==> config.mk <==
export PLATFORM = sky130hd
export DESIGN_NAME = fifo_ctrl
export DESIGN_NICKNAME = d
export VERILOG_FILES = /design/src/rtl/fifo_pkg.sv /design/src/rtl/ptr_wrap.sv /design/src/rtl/fifo_ctrl.sv
export SDC_FILE = /design/constraint.sdc
export NUM_CORES = 1
export LEC_CHECK = 0
export CORE_ASPECT_RATIO = 2
export CORE_MARGIN = 2
export CORE_UTILIZATION = 53
export CTS_CLUSTER_SIZE = 20
export DETAILED_ROUTE_END_ITERATION = 12
export PLACE_DENSITY = 0.84
export SYNTH_ARGS = -nofsm -noshare
export SYNTH_HDL_FRONTEND = slang
export SYNTH_HIERARCHICAL = 1
export SYNTH_SLANG_ARGS = --single-unit
==> constraint.sdc <==
create_clock -name clk -period 4 [get_ports clk]
set_clock_uncertainty 0.1 [all_clocks]
set_input_delay 0.6 -clock clk [delete_from_list [all_inputs] [get_ports clk]]
set_output_delay 0.6 -clock clk [all_outputs]
set_load 0.05 [all_outputs]
==> src/rtl/fifo_pkg.sv <==
// Shared defaults and FSM encoding for the FIFO controller and its helpers.
package fifo_pkg;

  localparam int ADDR_WIDTH_DEF = 4;
  localparam int BUS_SIZE_DEF   = 32;

  typedef enum logic [1:0] {
    ST_INIT   = 2'd0,
    ST_IDLE   = 2'd1,
    ST_ACTIVE = 2'd2,
    ST_FULL   = 2'd3
  } fifo_state_e;

  // Memory depth always follows the address width; never set independently.
  function automatic int mem_length(input int addr_width);
    return 1 << addr_width;
  endfunction

endpackage

==> src/rtl/ptr_wrap.sv <==
// Enable-driven address pointer that wraps naturally at 2**WIDTH.
module ptr_wrap #(
  parameter int WIDTH = 4
) (
  input  logic             clk,
  input  logic             rst_n,
  input  logic             en_i,
  output logic [WIDTH-1:0] ptr_o
);

  logic [WIDTH-1:0] ptr_q, ptr_d;

  always_comb ptr_d = en_i ? ptr_q + WIDTH'(1) : ptr_q;

  // NOTE: sequential state uses non-blocking assignment so every flop samples pre-edge values.
  always_ff @(posedge clk or negedge rst_n) begin
    if (!rst_n) ptr_q <= '0;
    else        ptr_q <= ptr_d;
  end

  assign ptr_o = ptr_q;

endmodule

==> src/rtl/fifo_ctrl.sv <==
// FIFO controller: pointers, occupancy count, threshold flags and sticky error
// for an external dual-port memory with one-cycle read latency.
module fifo_ctrl
  import fifo_pkg::*;
#(
  parameter int ADDR_WIDTH = ADDR_WIDTH_DEF,
  parameter int BUS_SIZE   = BUS_SIZE_DEF,
  parameter int MEM_LENGTH = mem_length(ADDR_WIDTH)
) (
  input  logic                  clk,
  input  logic                  reset_L,
  input  logic                  push,
  input  logic                  pop,
  input  logic [ADDR_WIDTH:0]   umbral_alto,
  input  logic [ADDR_WIDTH:0]   umbral_bajo,
  output logic                  write,
  output logic                  read,
  output logic [ADDR_WIDTH-1:0] addressW,
  output logic [ADDR_WIDTH-1:0] addressR,
  output logic [ADDR_WIDTH:0]   count,
  output logic                  full,
  output logic                  empty,
  output logic                  almost_full,
  output logic                  almost_empty,
  output logic                  valid_out,
  output logic                  error
);

  localparam logic [ADDR_WIDTH:0] FULL_CNT = (ADDR_WIDTH+1)'(MEM_LENGTH);
  localparam logic [ADDR_WIDTH:0] CNT_ONE  = (ADDR_WIDTH+1)'(1);
  // Data words only flow through the memory; a zero-width bus never tags valid data.
  localparam logic                VALID_EN = (BUS_SIZE > 0);

  fifo_state_e         state_q, state_d;
  logic [ADDR_WIDTH:0] count_q, count_d;
  logic [ADDR_WIDTH:0] alto_q, bajo_q;
  logic                error_q, error_d;
  logic                valid_q;
  logic                active, push_ok, pop_ok;

  assign active  = (state_q != ST_INIT);
  assign full    = (count_q == FULL_CNT);
  assign empty   = (count_q == '0);
  assign push_ok = push & active & ~full;
  assign pop_ok  = pop  & active & ~empty;

  always_comb begin
    // NOTE: every comb output gets a default first so no path can infer a latch.
    state_d = state_q;
    count_d = count_q;
    error_d = error_q;
    if (push_ok && !pop_ok)      count_d = count_q + CNT_ONE;
    else if (pop_ok && !push_ok) count_d = count_q - CNT_ONE;
    if (active && ((push && full) || (pop && empty))) error_d = 1'b1;
    unique case (state_q)
      ST_INIT:   state_d = ST_IDLE;
      ST_IDLE:   if (push_ok) state_d = ST_ACTIVE;
      ST_ACTIVE: begin
        if (count_d == '0)          state_d = ST_IDLE;
        else if (count_d == FULL_CNT) state_d = ST_FULL;
      end
      ST_FULL:   if (pop_ok) state_d = ST_ACTIVE;
      default:   state_d = ST_INIT;
    endcase
  end

  always_ff @(posedge clk or negedge reset_L) begin
    if (!reset_L) begin
      state_q <= ST_INIT;
      count_q <= '0;
      error_q <= 1'b0;
      valid_q <= 1'b0;
      alto_q  <= '0;
      bajo_q  <= '0;
    end else begin
      state_q <= state_d;
      count_q <= count_d;
      error_q <= error_d;
      valid_q <= pop_ok & VALID_EN;
      if (state_q == ST_INIT) begin
        alto_q <= umbral_alto;
        bajo_q <= umbral_bajo;
      end
    end
  end

  ptr_wrap #(.WIDTH(ADDR_WIDTH)) u_wptr (
    .clk   (clk),
    .rst_n (reset_L),
    .en_i  (push_ok),
    .ptr_o (addressW)
  );

  ptr_wrap #(.WIDTH(ADDR_WIDTH)) u_rptr (
    .clk   (clk),
    .rst_n (reset_L),
    .en_i  (pop_ok),
    .ptr_o (addressR)
  );

  // Thresholds are meaningless until latched, so almost_full stays low through INIT.
  assign almost_full  = active & (count_q >= alto_q);
  assign almost_empty = (count_q <= bajo_q);
  assign write        = push_ok;
  assign read         = pop_ok;
  assign count        = count_q;
  assign valid_out    = valid_q;
  assign error        = error_q;

endmodule

### Word-level counts from Yosys, hierarchy flattened

Index checks and enable logic that the tools add are counted.

| word-level totals | value |
|---|---|
| register bits after elaboration | 27 |
| latch bits | 0 |
| memory bits (writable) | 0 |
| memory bits (read-only) | 0 |
| bits of input ports | 14 |
| output and inout port bits | 21 |
| word-level logic and storage cells | 49 |
| memories | 0 |

| cells by class | value |
|---|---|
| add/sub/neg operators | 4 |
| $mul | 0 |
| div/mod/pow operators | 0 |
| order comparisons | 2 |
| equal/unequal tests | 8 |
| shift operators | 0 |
| mux-type cells | 7 |
| bitwise gates (word level) | 7 |
| reductions and logical operators | 13 |

Operators with widths:

| operator | number |
|---|---|
| $eq A5 B5 Y1 const B | 2 |
| $logic_not A5 Y1 | 2 |
| $mux W5 | 2 |
| $add A4 B1 Y4 const B | 2 |
| $mux W2 | 4 |
| $pmux W2 S4 | 1 |
| $add A5 B1 Y5 const B | 1 |
| $and A1 B1 Y1 | 5 |
| $ge A5 B5 Y1 | 1 |
| $le A5 B5 Y1 | 1 |
| $logic_and A1 B1 Y1 | 5 |
| $sub A5 B1 Y5 const B | 1 |
| $eq A2 B2 Y1 const B | 2 |
| $ne A2 B2 Y1 const B | 2 |
| $ne A3 B3 Y1 const B | 1 |
| $reduce_and A3 Y1 | 1 |
| $eq A2 B1 Y1 const B | 1 |
| $logic_not A1 Y1 | 2 |
| $logic_not A2 Y1 | 1 |
| $not A1 Y1 | 2 |
| $reduce_bool A2 Y1 | 1 |
| $logic_or A1 B1 Y1 | 1 |

### Longest topological paths before layout

Gate-level depths: netlist of the first run.

| logic depth | value |
|---|---|
| depth in word-level cells | 11 |
| mapped depth | 8 |

### Hierarchy

The synthesis of the first run kept the hierarchy.

By module, submodules not included:

| module | times used | cells each | area an instance (um^2) |
|---|---|---|---|
| fifo_ctrl | 1 | 127 | 1,191.1 |
| ptr_wrap | 2 | 11 | 160.2 |

### Worst setup path before layout of the first run

Ideal clock, no wire load.

| path | value |
|---|---|
| path type | register to register |
| start | reg count_q[0] (netlist: count[0]) |
| end | reg state_q[1] |
| library setup time | 126 ps |
| arrival | 3,325 ps |
| data required time | 3,774 ps |
| setup slack | 449 ps |
| stages on the path, launching flop included | 9 |
| buffers on the path | 0 |
| period minus slack after synthesis | 3,551 ps |
| cell sequence | dfrtp_1 inv_1 ha_1 nor4b_4 nor2_1 mux2i_1 xor2_1 a311o_1 o32a_1 |

RTL lines:

| what | line | text |
|---|---|---|
| start, declared | fifo_ctrl.sv:35 | `logic [ADDR_WIDTH:0] count_q, count_d;` |
| start signal, assigned | fifo_ctrl.sv:77 | `count_q <= count_d;` |
| $logic_not A5 Y1 * | fifo_ctrl.sv:43 | `assign empty = (count_q == '0);` |
| via empty | fifo_ctrl.sv:22 | `output logic empty,` |
| $not A1 Y1 * | fifo_ctrl.sv:45 | `assign pop_ok = pop & active & ~empty;` |
| $and A1 B1 Y1 * | fifo_ctrl.sv:45 |  |
| via read | fifo_ctrl.sv:17 | `output logic read,` |
| $logic_and A1 B1 Y1 / $logic_not A1 Y1 (equally long branches) | fifo_ctrl.sv:53, fifo_ctrl.sv:52 |  |
| $mux W5 / $logic_and A1 B1 Y1 (equally long branches) | fifo_ctrl.sv:53, fifo_ctrl.sv:52 |  |
| $mux W5 * | fifo_ctrl.sv:52 | `if (push_ok && !pop_ok) count_d = count_q + CNT_ONE;` |
| via count_d[2] | fifo_ctrl.sv:35 |  |
| $eq A5 B5 Y1 / $logic_not A5 Y1 (equally long branches) | fifo_ctrl.sv:60, fifo_ctrl.sv:59 |  |
| $ne A3 B3 Y1 (no source line) / $mux W2 (equally long branches) | -- |  |
| $reduce_and A3 Y1 (no source line) / $pmux W2 S4 (equally long branches) | -- |  |
| end signal, assigned | fifo_ctrl.sv:76 | `state_q <= state_d;` |
| end, declared | fifo_ctrl.sv:34 | `fifo_state_e state_q, state_d;` |

The timed path passes the listed nets; every way through them passes the cells marked *.
A chain may end at the register's enable or synchronous reset.

### Worst setup path in the final report of the first run

| path | value |
|---|---|
| start | reg count_q[0] (netlist: count[0]) |
| end | out almost_full |

| on the way | value |
|---|---|
| longest elaborated chain between the ends | 2 |

Ends and longest elaborated chain:

| what | line | text |
|---|---|---|
| $ge A5 B5 Y1 | fifo_ctrl.sv:102 | `assign almost_full = active & (count_q >= alto_q);` |
| $and A1 B1 Y1 | fifo_ctrl.sv:102 |  |
| end, declared | fifo_ctrl.sv:23 | `output logic almost_full,` |

Every way passes these cells.

==> reports/qor.yml, run 1 <==
status: "complete, no violations"
met3WireLength_um: 141
hold_path_class: "flip-flop to flip-flop"
dr.first_iter.drc_count: 46
startpoint_type: "flip-flop"
vias: 1243
core_area_mm2: 0.00274
rsz0062_at_grt: "no"
syn_nets: 177
critPathRequiredTime_ns: 3.30
antenna_found_initial: 0
port_buffers: 34
synth_top_cells_by_count: "dfrtp_1, nand2_1, ha_1"
path_class: "flip-flop to output port"
clkTransAtPathRegs_ns: 0.10
first_pass_iters: 4
cts_resized: 0
syn_area_per_cell_um2: 10.1
synth_largest_area_cell: "dfrtp_1"
final.min_clock_period_ns: 3.55
drive_gt1_frac: 0.0806
wl_met2_mm: 1.99
place.gp.congestion: 0.867
crit_path_frequent_cell: "a21o_1"
nets: 215
slew_headroom: 0.613
synthArstFlopShare: 1.00
hold_viol_final: 0
yosys-top-cells-area: "dfrtp_1, ha_1, nand2_1, o21ai_0, xnor2_1"
wl_mm: 3.57
worst_pin_slew_ns: 0.575
dieArea_mm2: 0.00332
routed.top_layer: "met4"
multi_input_area_um2: 764
cts_buffers: 3
slowest_delay_ns: 0.70
cap_violations: 0
setup_tns_ns: 0
dp_hpwl_mm: 2.70
cts.sinks: 27
io-pin-count: 35
fmax_mhz: 282
synthCells: 149
met1_length_mm: 1.31
grt_pass1_wl_mm: 6.03
r2r_slack_ns: 1.20
syn_area_mm2: 0.00151
fillCellCount: 206
ys_ff_latch: 27
grt_max_degree: 28
slowest_stage: "clkdlybuf4s50_1"
cts-root-buf: "clkbuf_8"
yosysMostFrequentCell: "dfrtp_1"
clk-insertion-delay-late_ns: 0.28
synth_top_area_frac: 0.447
period_share: 0.887
synth-edff-count: 0
drv_slew: 0
cp-end-kind: "output port"
worst-path-buf-inv: 2
crit_family: "buffers and inverters"
htreeDepth: 1
first_global_vias: 1289
synth_warnings: 6
track_usage: 0.241
drc: 0
regArea_um2: 676
yosysSeqAreaShare: 0.447
yosysUniqueCellTypes: 37
arrival_ns: 2.85
grt-ovfl-total: 0
routedWlPerCell_um: 16.6
cts_setup_buffers: 0
diodes: 0
cts_buffer_depth: 2
yosys_most_used_dff: "dfrtp_1"
path_cells: "inv_1 > ha_1 > nand2b_1 > a21o_1 > a21o_1 > a21o_1 > a21oi_1 > nor2_1 > clkdlybuf4s50_1"
avgViaCountPerCell: 5.78
finalSetupViolations: 0
final_antenna_net_count: 0
rows: 27
start_util: 0.552
syn_to_final_growth_pct: 27.9
crit_fanout: 8
ctsHoldBuffers: 0
die_w_um: 41.8
die_h_um: 79.5
cts_tree: "done"
## cells by family (layout without fill, tap and decap cells)
| family | count (synthesis) | count (layout) | share of synthesized area |
|---|---|---|---|
| adder cells (fa/ha/maj) | 14 | 14 | 0.116 |
| XOR/XNOR | 9 | 9 | 0.0522 |
| AO/OA/AOI/OAI | 27 | 27 | 0.123 |
| AND/OR/NAND/NOR | 51 | 51 | 0.180 |
| multiplexers | 5 | 5 | 0.0348 |
| buffers and inverters | 16 | 53 | 0.0472 |
| flip-flops | 27 | 27 | 0.447 |
## layer usage
metal | vias up | global-route usage
met5 | - | 0
met4 | 0 | 0.139
met3 | 10 | 0.0249
met2 | 38 | 0.425
met1 | 608 | 0.274
li1 | 587 | -
## area by class of cell
type	count	share of cell area
clock buffer	3	0.0214
tap	29	0.0188
inverter	12	0.0233
multi-input combinational	106	0.395
sequential	27	0.350
clock inverter	1	0.00388
timing repair buffer	37	0.188
## flip-flops by register name (all words and copies together) (netlist names)
register and flops:
valid_out 1, count 5, u_wptr/ptr_o 4, state_q 2
alto_q 5, bajo_q 5, u_rptr/ptr_o 4, error 1
## cells in the final DEF (no fill, tap or decap), types with 4 or more instances in the layout
master	n
a21o_1	4
inv_1	12
clkdlybuf4s50_1	34
nand2_1	21
nor2_1	8
dfrtp_1	27
xnor2_1	6
ha_1	14
nand3_1	5
o21ai_0	12
## final timing paths
kind,startpoint,cells past startpoint,end
max,count[0],9,almost_full
max in group asynchronous,reset_L,2,count[2]
max reg2reg,count[0],8,state_q[1]
min in group asynchronous,reset_L,2,bajo_q[3]
min reg2reg,error,1,error
min,error,1,error
## per-stage QoR
stage | std cells | cell area [um^2] | util | setup slack (ns) | hold WS [ns]
2_1_floorplan | 149 | 1510 | - | 0.449 | 0.204
3_3_place_gp | 211 | 1880 | 0.689 | 0.912 | 0.348
3_5_place_dp | 211 | 1880 | 0.689 | 0.824 | 0.349
4_1_cts | 215 | 1930 | 0.706 | 0.485 | 0.372
5_1_grt | 215 | 1930 | 0.706 | 0.339 | 0.403
6_report | 215 | 1930 | 0.706 | 0.454 | 0.369
Power of run 1 is not shown: default switching activity piles up to over one toggle a cycle in this logic, so the estimate is an artifact.
==> inputs of run 2 (changes only) <==
--- a/config.mk
+++ b/config.mk
@@ -7,10 +7,10 @@
 export LEC_CHECK = 0
 export CORE_ASPECT_RATIO = 2
 export CORE_MARGIN = 2
-export CORE_UTILIZATION = 53
+export CORE_UTILIZATION = 50
 export CTS_CLUSTER_SIZE = 20
 export DETAILED_ROUTE_END_ITERATION = 12
-export PLACE_DENSITY = 0.84
+export PLACE_DENSITY = 0.8
 export SYNTH_ARGS = -nofsm -noshare
 export SYNTH_HDL_FRONTEND = slang
 export SYNTH_HIERARCHICAL = 1
==> run 2 against run 1 <==
  * Cell count is 0.47% higher
  * Sequential cell count unchanged
  * Critical path depth unchanged
  * Final area about the same
  * Clock-buffer cell count unchanged
  * Wire length is 8.0% lower
  * Maximum frequency up 2.6%
  * Largest cell class unchanged
  * Die area increased by 5.6%
  * Via count shrank 3.7%
  * Critical path type unchanged
  * Register-to-register slack got worse by 0.06 ns
==> reports/qor.yml, run 2 (synthesis results as in run 1) <==
status: "complete, no violations"
diodes: 0
final_antenna_net_count: 0
path_class: "flip-flop to output port"
r2r_slack_ns: 1.14
die_h_um: 81.8
cts.sinks: 27
start_util: 0.520
met1_length_mm: 1.31
rsz0062_at_grt: "no"
worst_pin_slew_ns: 0.572
final_common_cell: "clkdlybuf4s50_1"
critPathRequiredTime_ns: 3.30
wl_mm: 3.29
timing.rr.end: "state_q[1]"
startpoint_type: "flip-flop"
nets: 215
r2r-start: "count[0]"
routed.top_layer: "met4"
crit_fanout: 8
first_global_vias: 1262
r2r_cells: 8
place.gp.congestion: 0.845
fmax_mhz: 289
cts-root-buf: "clkbuf_8"
routedWlPerCell_um: 15.2
wl_met2_mm: 1.85
drv_slew: 0
track_usage: 0.213
final_cell_mix: "clkdlybuf4s50_1, dfrtp_1, nand2_1"
cts_tree: "done"
dp_hpwl_mm: 2.44
syn_to_final_growth_pct: 28.0
clkTransAtPathRegs_ns: 0.10
final.min_clock_period_ns: 3.46
cap_violations: 0
cp-end-kind: "output port"
finalSetupViolations: 0
period_share: 0.864
dr.first_iter.drc_count: 28
slew_headroom: 0.615
endpoint: "almost_full"
htreeDepth: 1
drive_gt1_frac: 0.0806
ctsHoldBuffers: 0
grt_pass1_wl_mm: 5.73
vias: 1197
hold_path_class: "flip-flop to flip-flop"
hold_viol_final: 0
cts_buffers: 3
arrival_ns: 2.76
drc: 0
clk-insertion-delay-late_ns: 0.28
cts_buffer_depth: 2
core_area_mm2: 0.00291
avgViaCountPerCell: 5.54
antenna_found_initial: 0
crit_start: "count[0]"
setup_tns_ns: 0
cts_setup_buffers: 0
met3WireLength_um: 95
io-pin-count: 35
grt_max_degree: 28
cts_resized: 0
die_w_um: 42.9
rows: 28
grt-ovfl-total: 0
first_pass_iters: 4
dieArea_mm2: 0.00351
port_buffers: 34
[run 2: cell counts in the layout (fill, tap and decap cells not counted)]
Identical to the previous run, type by type.
[run 2: how the worst min path moves through the flow]
stage / start / to / slack [ns] / cells after the start
2_1_floorplan: reset_L / alto_q[0] / 0.20 / 0
3_5_place_dp: error / error / 0.35 / 1
5_1_grt: u_wptr/ptr_o[3] / u_wptr/ptr_o[3] / 0.40 / 1
4_1_cts: error / error / 0.37 / 1
3_3_place_gp: error / error / 0.36 / 1
6_report: u_rptr/ptr_o[3] / u_rptr/ptr_o[3] / 0.37 / 1
[run 2: metal layers]
layer  global-route usage  up-vias
li1                     -      584
met1                0.232      587
met2                0.414       22
met3               0.0220        4
met4               0.0656        0
met5                    0        -
[run 2: layout make-up]
class / instances / area, um^2
Timing Repair Buffer: 37 / 363
Clock inverter: 1 / 7.51
Multi-Input combinational cell: 106 / 764
Fill cell: 239 / 973
Inverter: 12 / 45.0
Sequential cell: 27 / 676
Clock buffer: 3 / 41.3
Tap cell: 30 / 37.5
[run 2: worst max-delay path: stages, from the launching register on]
cell and delay (ns):
dfrtp_1 0.50, inv_1 0.14, ha_1 0.30, nand2b_1 0.14, a21o_1 0.17, a21o_1 0.17
a21o_1 0.17, a21oi_1 0.13, nor2_1 0.05, clkdlybuf4s50_1 0.70
[run 2: per-stage QoR]
stage                      util  hold WS, ns  cells  setup WS [ns]  instance area (um^2)
after floorplan               -        0.204    149          0.449                  1510
after global placement    0.648        0.356    212          0.926                  1890
after detailed placement  0.648        0.346    212          0.884                  1890
after CTS                 0.665        0.374    216          0.568                  1930
after global routing      0.665        0.395    216          0.368                  1930
final                     0.665        0.373    216          0.544                  1930
Power of run 2 is left out for the same reason.
